==> config.mk <==
export PLATFORM = sky130hd
export DESIGN_NAME = multicycle_ctrl_flat
export DESIGN_NICKNAME = d
export VERILOG_FILES = /design/src/rtl/multicycle_ctrl_if.sv /design/src/rtl/multicycle_ctrl.sv /design/src/flat_wrapper.sv
export SDC_FILE = /design/constraint.sdc
export NUM_CORES = 1
export LEC_CHECK = 0
export ABC_AREA = 1
export CAP_MARGIN = 0
export CORE_MARGIN = 4
export CORE_UTILIZATION = 47
export CTS_CLUSTER_SIZE = 20
export DETAILED_ROUTE_END_ITERATION = 6
export PLACE_DENSITY = 0.86
export SYNTH_ARGS = -nofsm -noshare
export SYNTH_HDL_FRONTEND = slang
export SYNTH_SLANG_ARGS = --single-unit
export TNS_END_PERCENT = 10
==> constraint.sdc <==
create_clock -name clk -period 3.6 [get_ports clk]
set_input_delay 1.08 -clock clk [delete_from_list [all_inputs] [get_ports clk]]
set_output_delay 1.08 -clock clk [all_outputs]
set_load 0.01 [all_outputs]
==> src/rtl/multicycle_ctrl_if.sv <==
// Control/status bundle between the multi-cycle sequencer and the shared MIPS datapath.
// Latency: none, wires only.
// Backpressure: mem_ready from the memory side throttles the sequencer.
interface multicycle_ctrl_if;
    // Instruction fields and datapath status
    logic [5:0] opcode;
    logic [5:0] funct;
    logic       zero;
    logic       mem_ready;

    // Datapath control
    logic       mem_req;
    logic       mem_we;
    logic       iord;
    logic       ir_write;
    logic       pc_write;
    logic [1:0] pc_src;
    logic       reg_write;
    logic [1:0] reg_dst;
    logic       mem_to_reg;
    logic       alu_src_b;
    logic       ext_op;
    logic [3:0] alu_op;
    logic [1:0] ld_size;
    logic       ld_unsigned;
    logic       instr_done;
    logic       illegal;
    logic [2:0] state;

    // Sequencer side
    modport master (
        input  opcode, funct, zero, mem_ready,
        output mem_req, mem_we, iord, ir_write, pc_write, pc_src,
               reg_write, reg_dst, mem_to_reg, alu_src_b, ext_op, alu_op,
               ld_size, ld_unsigned, instr_done, illegal, state
    );

    // Datapath / memory side
    modport slave (
        output opcode, funct, zero, mem_ready,
        input  mem_req, mem_we, iord, ir_write, pc_write, pc_src,
               reg_write, reg_dst, mem_to_reg, alu_src_b, ext_op, alu_op,
               ld_size, ld_unsigned, instr_done, illegal, state
    );
endinterface

==> src/rtl/multicycle_ctrl.sv <==
// Multi-cycle MIPS sequencer stepping one ALU + one unified memory port through FETCH/DECODE/EXEC/MEMACC/WB; SUBWORD_MEM_EN adds lb/lh/lbu/lhu/sb/sh.
// Latency: jumps 2, branches 3, ALU ops and stores 4, loads 5 cycles, plus one per wait cycle.
// Backpressure: FETCH and MEMACC hold with mem_req high until mem_ready; mem_ready is ignored elsewhere.
module multicycle_ctrl #(
    parameter logic [2:0] RESET_STATE = 3'd0
) (
    input  logic              clk,
    input  logic              rst,
    multicycle_ctrl_if.master bus
);

    typedef enum logic [2:0] {
        S_FETCH  = 3'd0,
        S_DECODE = 3'd1,
        S_EXEC   = 3'd2,
        S_MEMACC = 3'd3,
        S_WB     = 3'd4,
        S_TRAP   = 3'd5
    } state_t;

    // Instruction classes resolved once from opcode/funct
    typedef enum logic [3:0] {
        C_ILL, C_J, C_JAL, C_JR, C_JALR, C_RALU, C_IALU, C_BR, C_LOAD, C_STORE
    } cls_t;

    localparam logic [3:0] ALU_ADD  = 4'b0001;
    localparam logic [3:0] ALU_SUB  = 4'b0010;
    localparam logic [3:0] ALU_AND  = 4'b0011;
    localparam logic [3:0] ALU_OR   = 4'b0100;
    localparam logic [3:0] ALU_SLT  = 4'b0101;
    localparam logic [3:0] ALU_SLTU = 4'b0110;
    // Shift encodings occupy otherwise unused ALU codes
    localparam logic [3:0] ALU_SLL  = 4'b0111;
    localparam logic [3:0] ALU_SRL  = 4'b1000;
    localparam logic [3:0] ALU_SRA  = 4'b1001;
    localparam logic [3:0] ALU_LUI  = 4'b1100;
    localparam logic [3:0] ALU_XOR  = 4'b1101;
    localparam logic [3:0] ALU_NOR  = 4'b1110;

    localparam logic [1:0] PC_INC  = 2'b00;
    localparam logic [1:0] PC_BR   = 2'b01;
    localparam logic [1:0] PC_JMP  = 2'b10;
    localparam logic [1:0] PC_RS   = 2'b11;

    localparam logic [1:0] DST_RT  = 2'b00;
    localparam logic [1:0] DST_RD  = 2'b01;
    localparam logic [1:0] DST_RA  = 2'b10;

    localparam logic [1:0] SZ_WORD = 2'b00;
`ifdef SUBWORD_MEM_EN
    localparam logic [1:0] SZ_HALF = 2'b01;
    localparam logic [1:0] SZ_BYTE = 2'b10;
`endif

    state_t     state_q, state_d;

    cls_t       dec_cls;
    logic [3:0] dec_alu_op;
    logic       dec_alu_src_b;
    logic       dec_ext_op;
    logic [1:0] dec_ld_size;
    logic       dec_ld_unsigned;
    logic       branch_taken;

    // Instruction decode: class plus the ALU/extension/size fields it implies
    always_comb begin
        dec_cls         = C_ILL;
        dec_alu_op      = 4'b0000;
        dec_alu_src_b   = 1'b0;
        dec_ext_op      = 1'b0;
        dec_ld_size     = SZ_WORD;
        dec_ld_unsigned = 1'b0;
        case (bus.opcode)
            6'b000000: begin
                dec_cls = C_RALU;
                case (bus.funct)
                    6'b000000, 6'b000100: dec_alu_op = ALU_SLL;
                    6'b000010, 6'b000110: dec_alu_op = ALU_SRL;
                    6'b000011, 6'b000111: dec_alu_op = ALU_SRA;
                    6'b001000:            dec_cls    = C_JR;
                    6'b001001:            dec_cls    = C_JALR;
                    6'b100000, 6'b100001: dec_alu_op = ALU_ADD;
                    6'b100010, 6'b100011: dec_alu_op = ALU_SUB;
                    6'b100100:            dec_alu_op = ALU_AND;
                    6'b100101:            dec_alu_op = ALU_OR;
                    6'b100110:            dec_alu_op = ALU_XOR;
                    6'b100111:            dec_alu_op = ALU_NOR;
                    6'b101010:            dec_alu_op = ALU_SLT;
                    6'b101011:            dec_alu_op = ALU_SLTU;
                    default:              dec_cls    = C_ILL;
                endcase
            end
            6'b000010: dec_cls = C_J;
            6'b000011: dec_cls = C_JAL;
            6'b000100, 6'b000101: begin
                dec_cls    = C_BR;
                dec_alu_op = ALU_SUB;
                dec_ext_op = 1'b1;
            end
            6'b001000: begin
                dec_cls = C_IALU; dec_alu_op = ALU_ADD; dec_alu_src_b = 1'b1; dec_ext_op = 1'b1;
            end
            6'b001010: begin
                dec_cls = C_IALU; dec_alu_op = ALU_SLT; dec_alu_src_b = 1'b1; dec_ext_op = 1'b1;
            end
            6'b001100: begin
                dec_cls = C_IALU; dec_alu_op = ALU_AND; dec_alu_src_b = 1'b1;
            end
            6'b001101: begin
                dec_cls = C_IALU; dec_alu_op = ALU_OR;  dec_alu_src_b = 1'b1;
            end
            6'b001111: begin
                dec_cls = C_IALU; dec_alu_op = ALU_LUI; dec_alu_src_b = 1'b1;
            end
            6'b100011: begin
                dec_cls = C_LOAD;  dec_alu_op = ALU_ADD; dec_alu_src_b = 1'b1; dec_ext_op = 1'b1;
            end
            6'b101011: begin
                dec_cls = C_STORE; dec_alu_op = ALU_ADD; dec_alu_src_b = 1'b1; dec_ext_op = 1'b1;
            end
`ifdef SUBWORD_MEM_EN
            6'b100000, 6'b100001, 6'b100100, 6'b100101: begin
                // bit 0 selects half vs byte, bit 2 selects unsigned
                dec_cls         = C_LOAD;
                dec_alu_op      = ALU_ADD;
                dec_alu_src_b   = 1'b1;
                dec_ext_op      = 1'b1;
                dec_ld_size     = bus.opcode[0] ? SZ_HALF : SZ_BYTE;
                dec_ld_unsigned = bus.opcode[2];
            end
            6'b101000, 6'b101001: begin
                dec_cls       = C_STORE;
                dec_alu_op    = ALU_ADD;
                dec_alu_src_b = 1'b1;
                dec_ext_op    = 1'b1;
                dec_ld_size   = bus.opcode[0] ? SZ_HALF : SZ_BYTE;
            end
`endif
            default: dec_cls = C_ILL;
        endcase
    end

    // bne is opcode 000101, beq 000100: bit 0 inverts the zero test
    assign branch_taken = bus.opcode[0] ? ~bus.zero : bus.zero;

    // State register with synchronous reset
    always_ff @(posedge clk) begin
        if (rst) begin
            state_q <= state_t'(RESET_STATE);
        end else begin
            state_q <= state_d;
        end
    end

    // Next-state and control outputs from the current state and decoded instruction
    always_comb begin
        state_d         = state_q;
        bus.mem_req     = 1'b0;
        bus.mem_we      = 1'b0;
        bus.iord        = 1'b0;
        bus.ir_write    = 1'b0;
        bus.pc_write    = 1'b0;
        bus.pc_src      = PC_INC;
        bus.reg_write   = 1'b0;
        bus.reg_dst     = DST_RT;
        bus.mem_to_reg  = 1'b0;
        bus.alu_src_b   = 1'b0;
        bus.ext_op      = 1'b0;
        bus.alu_op      = 4'b0000;
        bus.ld_size     = SZ_WORD;
        bus.ld_unsigned = 1'b0;
        bus.instr_done  = 1'b0;
        bus.illegal     = 1'b0;

        case (state_q)
            S_FETCH: begin
                bus.mem_req = 1'b1;
                // IR and PC+4 commit only on the completing cycle
                if (bus.mem_ready) begin
                    bus.ir_write = 1'b1;
                    bus.pc_write = 1'b1;
                    bus.pc_src   = PC_INC;
                    state_d      = S_DECODE;
                end
            end

            S_DECODE: begin
                case (dec_cls)
                    C_J: begin
                        bus.pc_write   = 1'b1;
                        bus.pc_src     = PC_JMP;
                        bus.instr_done = 1'b1;
                        state_d        = S_FETCH;
                    end
                    C_JAL: begin
                        bus.pc_write   = 1'b1;
                        bus.pc_src     = PC_JMP;
                        bus.reg_write  = 1'b1;
                        bus.reg_dst    = DST_RA;
                        bus.instr_done = 1'b1;
                        state_d        = S_FETCH;
                    end
                    C_JR: begin
                        bus.pc_write   = 1'b1;
                        bus.pc_src     = PC_RS;
                        bus.instr_done = 1'b1;
                        state_d        = S_FETCH;
                    end
                    C_JALR: begin
                        bus.pc_write   = 1'b1;
                        bus.pc_src     = PC_RS;
                        bus.reg_write  = 1'b1;
                        bus.reg_dst    = DST_RD;
                        bus.instr_done = 1'b1;
                        state_d        = S_FETCH;
                    end
                    C_ILL:   state_d = S_TRAP;
                    default: state_d = S_EXEC;
                endcase
            end

            S_EXEC: begin
                bus.alu_op      = dec_alu_op;
                bus.alu_src_b   = dec_alu_src_b;
                bus.ext_op      = dec_ext_op;
                bus.ld_size     = dec_ld_size;
                bus.ld_unsigned = dec_ld_unsigned;
                case (dec_cls)
                    C_BR: begin
                        if (branch_taken) begin
                            bus.pc_write = 1'b1;
                            bus.pc_src   = PC_BR;
                        end
                        bus.instr_done = 1'b1;
                        state_d        = S_FETCH;
                    end
                    C_LOAD, C_STORE: state_d = S_MEMACC;
                    C_RALU, C_IALU:  state_d = S_WB;
                    default:         state_d = S_TRAP;
                endcase
            end

            S_MEMACC: begin
                bus.mem_req     = 1'b1;
                bus.iord        = 1'b1;
                bus.mem_we      = (dec_cls == C_STORE);
                bus.alu_op      = dec_alu_op;
                bus.alu_src_b   = dec_alu_src_b;
                bus.ext_op      = dec_ext_op;
                bus.ld_size     = dec_ld_size;
                bus.ld_unsigned = dec_ld_unsigned;
                if (bus.mem_ready) begin
                    if (dec_cls == C_STORE) begin
                        bus.instr_done = 1'b1;
                        state_d        = S_FETCH;
                    end else begin
                        state_d        = S_WB;
                    end
                end
            end

            S_WB: begin
                bus.reg_write   = 1'b1;
                bus.instr_done  = 1'b1;
                bus.reg_dst     = (dec_cls == C_RALU) ? DST_RD : DST_RT;
                bus.mem_to_reg  = (dec_cls == C_LOAD);
                bus.alu_op      = dec_alu_op;
                bus.alu_src_b   = dec_alu_src_b;
                bus.ext_op      = dec_ext_op;
                bus.ld_size     = dec_ld_size;
                bus.ld_unsigned = dec_ld_unsigned;
                state_d         = S_FETCH;
            end

            S_TRAP: begin
                bus.illegal = 1'b1;
            end

            default: state_d = S_TRAP;
        endcase

        // Reset masks every strobe, including a store caught mid-MEMACC
        if (rst) begin
            bus.mem_req    = 1'b0;
            bus.mem_we     = 1'b0;
            bus.ir_write   = 1'b0;
            bus.pc_write   = 1'b0;
            bus.reg_write  = 1'b0;
            bus.instr_done = 1'b0;
            bus.illegal    = 1'b0;
        end
    end

    assign bus.state = state_q;

endmodule

==> src/flat_wrapper.sv <==
// flat-port wrapper written by rule: the top's interface ports become plain ports
module multicycle_ctrl_flat 
#(
    parameter logic [2:0] RESET_STATE = 3'd0
)
  (clk, rst, bus_opcode, bus_funct, bus_zero, bus_mem_ready, bus_mem_req, bus_mem_we, bus_iord, bus_ir_write, bus_pc_write, bus_pc_src, bus_reg_write, bus_reg_dst, bus_mem_to_reg, bus_alu_src_b, bus_ext_op, bus_alu_op, bus_ld_size, bus_ld_unsigned, bus_instr_done, bus_illegal, bus_state);
  multicycle_ctrl_if bus_i ();
  input  logic clk;
  input  logic rst;
  input wire logic [$bits(bus_i.opcode)-1:0] bus_opcode;
  input wire logic [$bits(bus_i.funct)-1:0] bus_funct;
  input wire logic [$bits(bus_i.zero)-1:0] bus_zero;
  input wire logic [$bits(bus_i.mem_ready)-1:0] bus_mem_ready;
  output wire logic [$bits(bus_i.mem_req)-1:0] bus_mem_req;
  output wire logic [$bits(bus_i.mem_we)-1:0] bus_mem_we;
  output wire logic [$bits(bus_i.iord)-1:0] bus_iord;
  output wire logic [$bits(bus_i.ir_write)-1:0] bus_ir_write;
  output wire logic [$bits(bus_i.pc_write)-1:0] bus_pc_write;
  output wire logic [$bits(bus_i.pc_src)-1:0] bus_pc_src;
  output wire logic [$bits(bus_i.reg_write)-1:0] bus_reg_write;
  output wire logic [$bits(bus_i.reg_dst)-1:0] bus_reg_dst;
  output wire logic [$bits(bus_i.mem_to_reg)-1:0] bus_mem_to_reg;
  output wire logic [$bits(bus_i.alu_src_b)-1:0] bus_alu_src_b;
  output wire logic [$bits(bus_i.ext_op)-1:0] bus_ext_op;
  output wire logic [$bits(bus_i.alu_op)-1:0] bus_alu_op;
  output wire logic [$bits(bus_i.ld_size)-1:0] bus_ld_size;
  output wire logic [$bits(bus_i.ld_unsigned)-1:0] bus_ld_unsigned;
  output wire logic [$bits(bus_i.instr_done)-1:0] bus_instr_done;
  output wire logic [$bits(bus_i.illegal)-1:0] bus_illegal;
  output wire logic [$bits(bus_i.state)-1:0] bus_state;
  assign bus_i.opcode = bus_opcode;
  assign bus_i.funct = bus_funct;
  assign bus_i.zero = bus_zero;
  assign bus_i.mem_ready = bus_mem_ready;
  assign bus_mem_req = bus_i.mem_req;
  assign bus_mem_we = bus_i.mem_we;
  assign bus_iord = bus_i.iord;
  assign bus_ir_write = bus_i.ir_write;
  assign bus_pc_write = bus_i.pc_write;
  assign bus_pc_src = bus_i.pc_src;
  assign bus_reg_write = bus_i.reg_write;
  assign bus_reg_dst = bus_i.reg_dst;
  assign bus_mem_to_reg = bus_i.mem_to_reg;
  assign bus_alu_src_b = bus_i.alu_src_b;
  assign bus_ext_op = bus_i.ext_op;
  assign bus_alu_op = bus_i.alu_op;
  assign bus_ld_size = bus_i.ld_size;
  assign bus_ld_unsigned = bus_i.ld_unsigned;
  assign bus_instr_done = bus_i.instr_done;
  assign bus_illegal = bus_i.illegal;
  assign bus_state = bus_i.state;
  multicycle_ctrl #(.RESET_STATE(RESET_STATE)) u_core (.clk(clk), .rst(rst), .bus(bus_i));
endmodule
* Word level (Yosys, flattened, before mapping) *
Index checks and enable logic that the tools add are counted.

word-level totals
  input port bits = 16
  output and inout port bits = 25
  memories kept = 0
  bits in writable memories = 0
  latch bits = 0
  bits in read-only memories = 0
  logic and storage cells = 118
  bits in registers = 3

operators by class
  eq/ne operators = 44
  $lt $le $gt $ge = 0
  $add $sub $neg = 0
  div/mod/pow operators = 0
  multipliers = 0
  shifts and indexed selects = 0
  reductions and logical operators = 24
  mux-type cells = 47
  bitwise logic cells = 2

operator list
  kind                number
  $eq 6x6->1 const B  12
  $pmux 4 s7          2
  $pmux 4 s11         1
  $eq 6x4->1 const B  7
  $eq 6x3->1 const B  5
  $mux 1              28
  $eq 6x2->1 const B  4
  $reduce_or 2->1     12
  $pmux 3 s3          2
  $pmux 3 s6          1
  $eq 4x3->1 const B  4
  $pmux 2 s2          4
  $reduce_or 16->1    1
  $logic_not 6->1     2
  $mux 3              3
  $eq 4x2->1 const B  2
  $eq 4x4->1 const B  2
  $reduce_or 7->1     1
  $eq 3x2->1 const B  2
  $eq 3x3->1 const B  2
  $pmux 3 s2          1
  $reduce_or 3->1     2
  $reduce_or 6->1     1
  $reduce_or 5->1     1
  13 further kinds    15

* Longest topological paths before layout *
  depth in word-level cells = 9
  mapped depth = 13
  mapped depth without buffers = 13

* Worst setup path after synthesis *
No wires, ideal clock.

  kind = input -> output
  start = input port bus_opcode[5]
  end = output port bus_reg_write
  setup slack = 0.378 ns
  required time = 2.520 ns
  cell stages on the path = 5
  arrival time = 2.142 ns
  buffers on the path = 0
  cells stage by stage = nor2_4 -> nand3_1 -> nor4_1 -> nor2_1 -> a21oi_1

between the ends
  word-level cells in the longest chain between the ends = 8
  elaborated cells on any way between the ends = 21
  classes of those cells = eq/ne: 13; mux: 4; reduce/logical: 4

ends and longest elaborated chain
  what                                                                 line                    text
  from (decl)                                                          flat_wrapper.sv:10      input wire logic [$bits(bus_i.opcode)-1:0] bus_opcode;
  $eq 6x4->1 / $eq 6x3->1 (equally long branches)                      multicycle_ctrl.sv:73   case (bus.opcode)
  $reduce_or 5->1 (no line) / $reduce_or 2->1 (equally long branches)  -
  $pmux 4 s7 *                                                         multicycle_ctrl.sv:73
  $eq 4x2->1 / $eq 4x3->1 (equally long branches)                      multicycle_ctrl.sv:188  case (dec_cls)
  $reduce_or 2->1 (no line) *                                          -
  $mux 1 *                                                             multicycle_ctrl.sv:188
  $pmux 1 s2 *                                                         multicycle_ctrl.sv:175  case (state_q)
  $mux 1 *                                                             multicycle_ctrl.sv:283  if (rst) begin
  to (decl)                                                            flat_wrapper.sv:20      output wire logic [$bits(bus_i.reg_write)-1:0] bus_reg_write;

Every way passes the cells marked *; elsewhere a longest branch is shown, timed or not.

* Worst setup path after layout *
  start = input port bus_opcode[4]
  end = output port bus_pc_src[0]

between the ends
  word-level cells in the longest chain between the ends = 7
  elaborated cells on any way between the ends = 25
  classes of those cells = eq/ne: 16; mux: 4; reduce/logical: 5

ends and longest elaborated chain
  what                                                                 line                    text
  $eq 6x4->1 / $eq 6x3->1 (equally long branches)                      multicycle_ctrl.sv:73
  $reduce_or 5->1 (no line) / $reduce_or 2->1 (equally long branches)  -
  $pmux 4 s7 *                                                         multicycle_ctrl.sv:73
  $eq 4x2->1 (tied with other cells)                                   multicycle_ctrl.sv:188
  $reduce_or 2->1 (no line)                                            -
  $pmux 2 s2                                                           multicycle_ctrl.sv:188
  $pmux 2 s2 *                                                         multicycle_ctrl.sv:175
  to (decl)                                                            flat_wrapper.sv:19      output wire logic [$bits(bus_i.pc_src)-1:0] bus_pc_src;

Marks and branches as above.

==> run metrics <==
number of synthesized flops with an enable pin=0; Max-Slew Margin vs Limit=0.599; pwr dens=around 160 mW/mm^2; Reg-to-Reg End=u_core.bus.state[2]; Total GRT Usage=0.291; post-synthesis simple-gate area fraction=0.583; initial antenna violation count=0; Die Ht=~54 um; Residual DRC=0; syn avg cell area=between 5 and 6 sq um; Core Util, Final=0.885; die area=about 0.003 sq mm; synth cell count leaders=36 x inv_1, 36 x nand2_1, 25 x nor2_1; Slowest-stage cell, CP=clkdlybuf4s15_1; register area share after synthesis=0.0593; post-synthesis compound-gate area fraction=0.156; vias per std cell=slightly below 6; fin area=0.00177 sq mm; gpl congestion=about 0.90; CTS max path bufs=2; Setup WS pre-CTS=-607 ps; worst vdd ir=between 0.15 and 0.2 mV; post-synth top area share=0.133; hold path start=u_core.bus.state[0]; status=complete, but fails checks; largest net degree at the start of global routing=10; Min-Delay Path Depth=5; Final Setup Violations=1; Cells after Synth=approximately 180; Worst Slack Setup Final=-7.34 ps; total number of vias=roughly 1700; CTS clk-pin slew, worst paths=roughly 40 ps; total CTS buffers=3; Core Rows=16; vias in the first global route=~1500; I/O pin total=41; Worst setup SP type=input pin; Slew @ Worst Pin=601 ps; commonest register cell after synthesis=dfxtp_1; post-synth cell types=31; fin crit share=1.00; endpoint class of the critical path=output pin; worst-skew pair later-pin latency=approximately 240 ps; max reg flops=3; placeable core region=around 0.002 sq mm; Reg-to-Reg Start=u_core.bus.state[1]; Req. time, crit path=~2500 ps; highest clock rate=277 MHz; remaining global-route overflow=0; Clock Sinks=3; Adder-Cell Fraction of Synth Area=0; fin. max-slew vios=0; failing checks=setup timing; post-synthesis register bit count=3; Cell Area, Placed=0.00162 sq mm; RSZ-0062 raised after global routing=yes; Mapped Area=~0.0010 sq mm; post-synth top area cell=inv_1; share of layout cells above drive strength 1=0.423; wirelength, routed=between 4 and 5 mm; # diodes=0; drt wl/cell=between 15 and 20 um; R2R setup slack=roughly 1800 ps; DRT antenna net count=0; CP cell instances=clkdlybuf4s15_1 > nor2_4 > buf_12 > nand3_1 > nand2_1 > inv_1 > nand2_2 > nor2_2 > nand2_2 > nand4_1 > nand3_1 > buf_2; met3 Resource Use GR=0.0245; Worst EP arrival=2530 ps; asr flop ratio synth=0; met1 usage=0.326; CTS tree=done; Root Buffer=clkbuf_4; chip width=54.4 um; Synth warnings=0; Worst Skew=around 1.8 ps; largest family of logic cells by synthesized area=simple AND/OR/NAND/NOR gates; initial core utilization=0.506; Port Buffers=37; ranking of synthesized cells by area=inv_1 13%, nand2_1 13%, nor2_1 9.3%; WS Path Type=input pin to output pin; first-pass GRT wire length=around 6.5 mm; detailed placement HPWL=about 2.8 mm; Min-Delay Endpoint=u_core.bus.state[0]; mux cell area share after synthesis=0; XOR/XNOR Fraction of Synth Area=0.00865; final layout net count=277; met2 GRT Util=0.546; Max-cap violations=0; initial detailed-routing violation count=about 120; total number of H-tree levels=1; Hold Fails Final Rpt=0; CP peak stage delay=roughly 220 ps; reg2reg path depth=6; DRT Pass-1 Iters=7; Leak=between 1 and 1.5 nW; area delta synth->final=75.0%; Most Crowded Layer GR=met2; Worst Path Max Fanout=5; Worst Hold Class=flip-flop to flip-flop; min Tclk post-route=roughly 3600 ps
area by class of cell:
type | count | area [sq um]
clock buffers | 4 | 26.3
inverters | 42 | 160
repair buffers | 75 | 588
multi-input cells | 136 | 903
flip-flops and latches | 3 | 60.1
well taps | 27 | 33.8
fillers | 105 | 230
layout by cell type (no fill, tap or decap), types with 4 or more instances in the layout:
cell,n
inv_1,35
nand4_1,4
inv_2,6
buf_4,38
nand3_1,12
clkbuf_2,8
nand2_1,33
nor2_4,7
buf_2,7
nand2_2,10
nor2_1,17
a21oi_1,7
clkdlybuf4s50_1,9
dlygate4sd2_1,7
nor2_2,7
nand3_4,4
routing by layer:
| layer | vias up | wire, um | part of all wire |
|---|---|---|---|
| met2 | 161 | 2310 | 0.49 |
| met1 | 723 | 1640 | 0.35 |
| met3 | 38 | 485 | 0.10 |
| met5 | - | 0 | 0 |
| li1 | 736 | - | - |
| met4 | 0 | 274 | 0.058 |
cell families after synthesis:
family	count (synthesis)
flops	3
simple gates	109
buf+inv	46
xor+xnor	1
other cells	1
compound gates	23
per-stage QoR:
stage / power, W / TNS (ps) / std cells / hold slack (ps)
2_1_floorplan: 0.000123 / 0 / 185 / 732
3_3_place_gp: 0.000185 / -6370 / 275 / 753
3_5_place_dp: 0.000190 / -7390 / 275 / 762
4_1_cts: 0.000257 / -101 / 284 / 843
5_1_grt: 0.000291 / -74.1 / 287 / 975
6_report: 0.000279 / -7.34 / 287 / 937
worst max path at each step:
stage                        from  slack (ps)  depth (start not counted)              to
floorplan           bus_opcode[5]         380                          5   bus_reg_write
global placement     bus_funct[3]        -560                         12   bus_pc_src[0]
detailed placement  bus_opcode[0]        -610                         10  bus_instr_done
CTS                 bus_opcode[4]         -80                          6  bus_reg_dst[1]
global route        bus_opcode[4]         -30                         12   bus_pc_src[0]
finish              bus_opcode[4]          -7                         12   bus_pc_src[0]
power by group:
| group | total (W) | internal, W | switching, W |
|---|---|---|---|
| registers | 0.0000457 | 0.0000365 | 0.00000923 |
| clock network | 0.0000631 | 0.0000418 | 0.0000213 |
| logic | 0.000170 | 0.0000685 | 0.000101 |
worst max-delay path: cells and delay by family:
kind | cells | cell delay (ps)
simple gates | 8 | 890
buf+inv | 4 | 560
timing repair:
| item | CTS | global route |
|---|---|---|
| endpoints found under the hold margin | 0 | 0 |
| gates resized for setup | 73 | 28 |
| setup buffers | 5 | 3 |
| hold buffers | 0 | 0 |
| endpoints found under the setup margin | 15 | 11 |
| pin swaps | 12 | 5 |
Note: power is estimated with default switching activity, not from simulation.
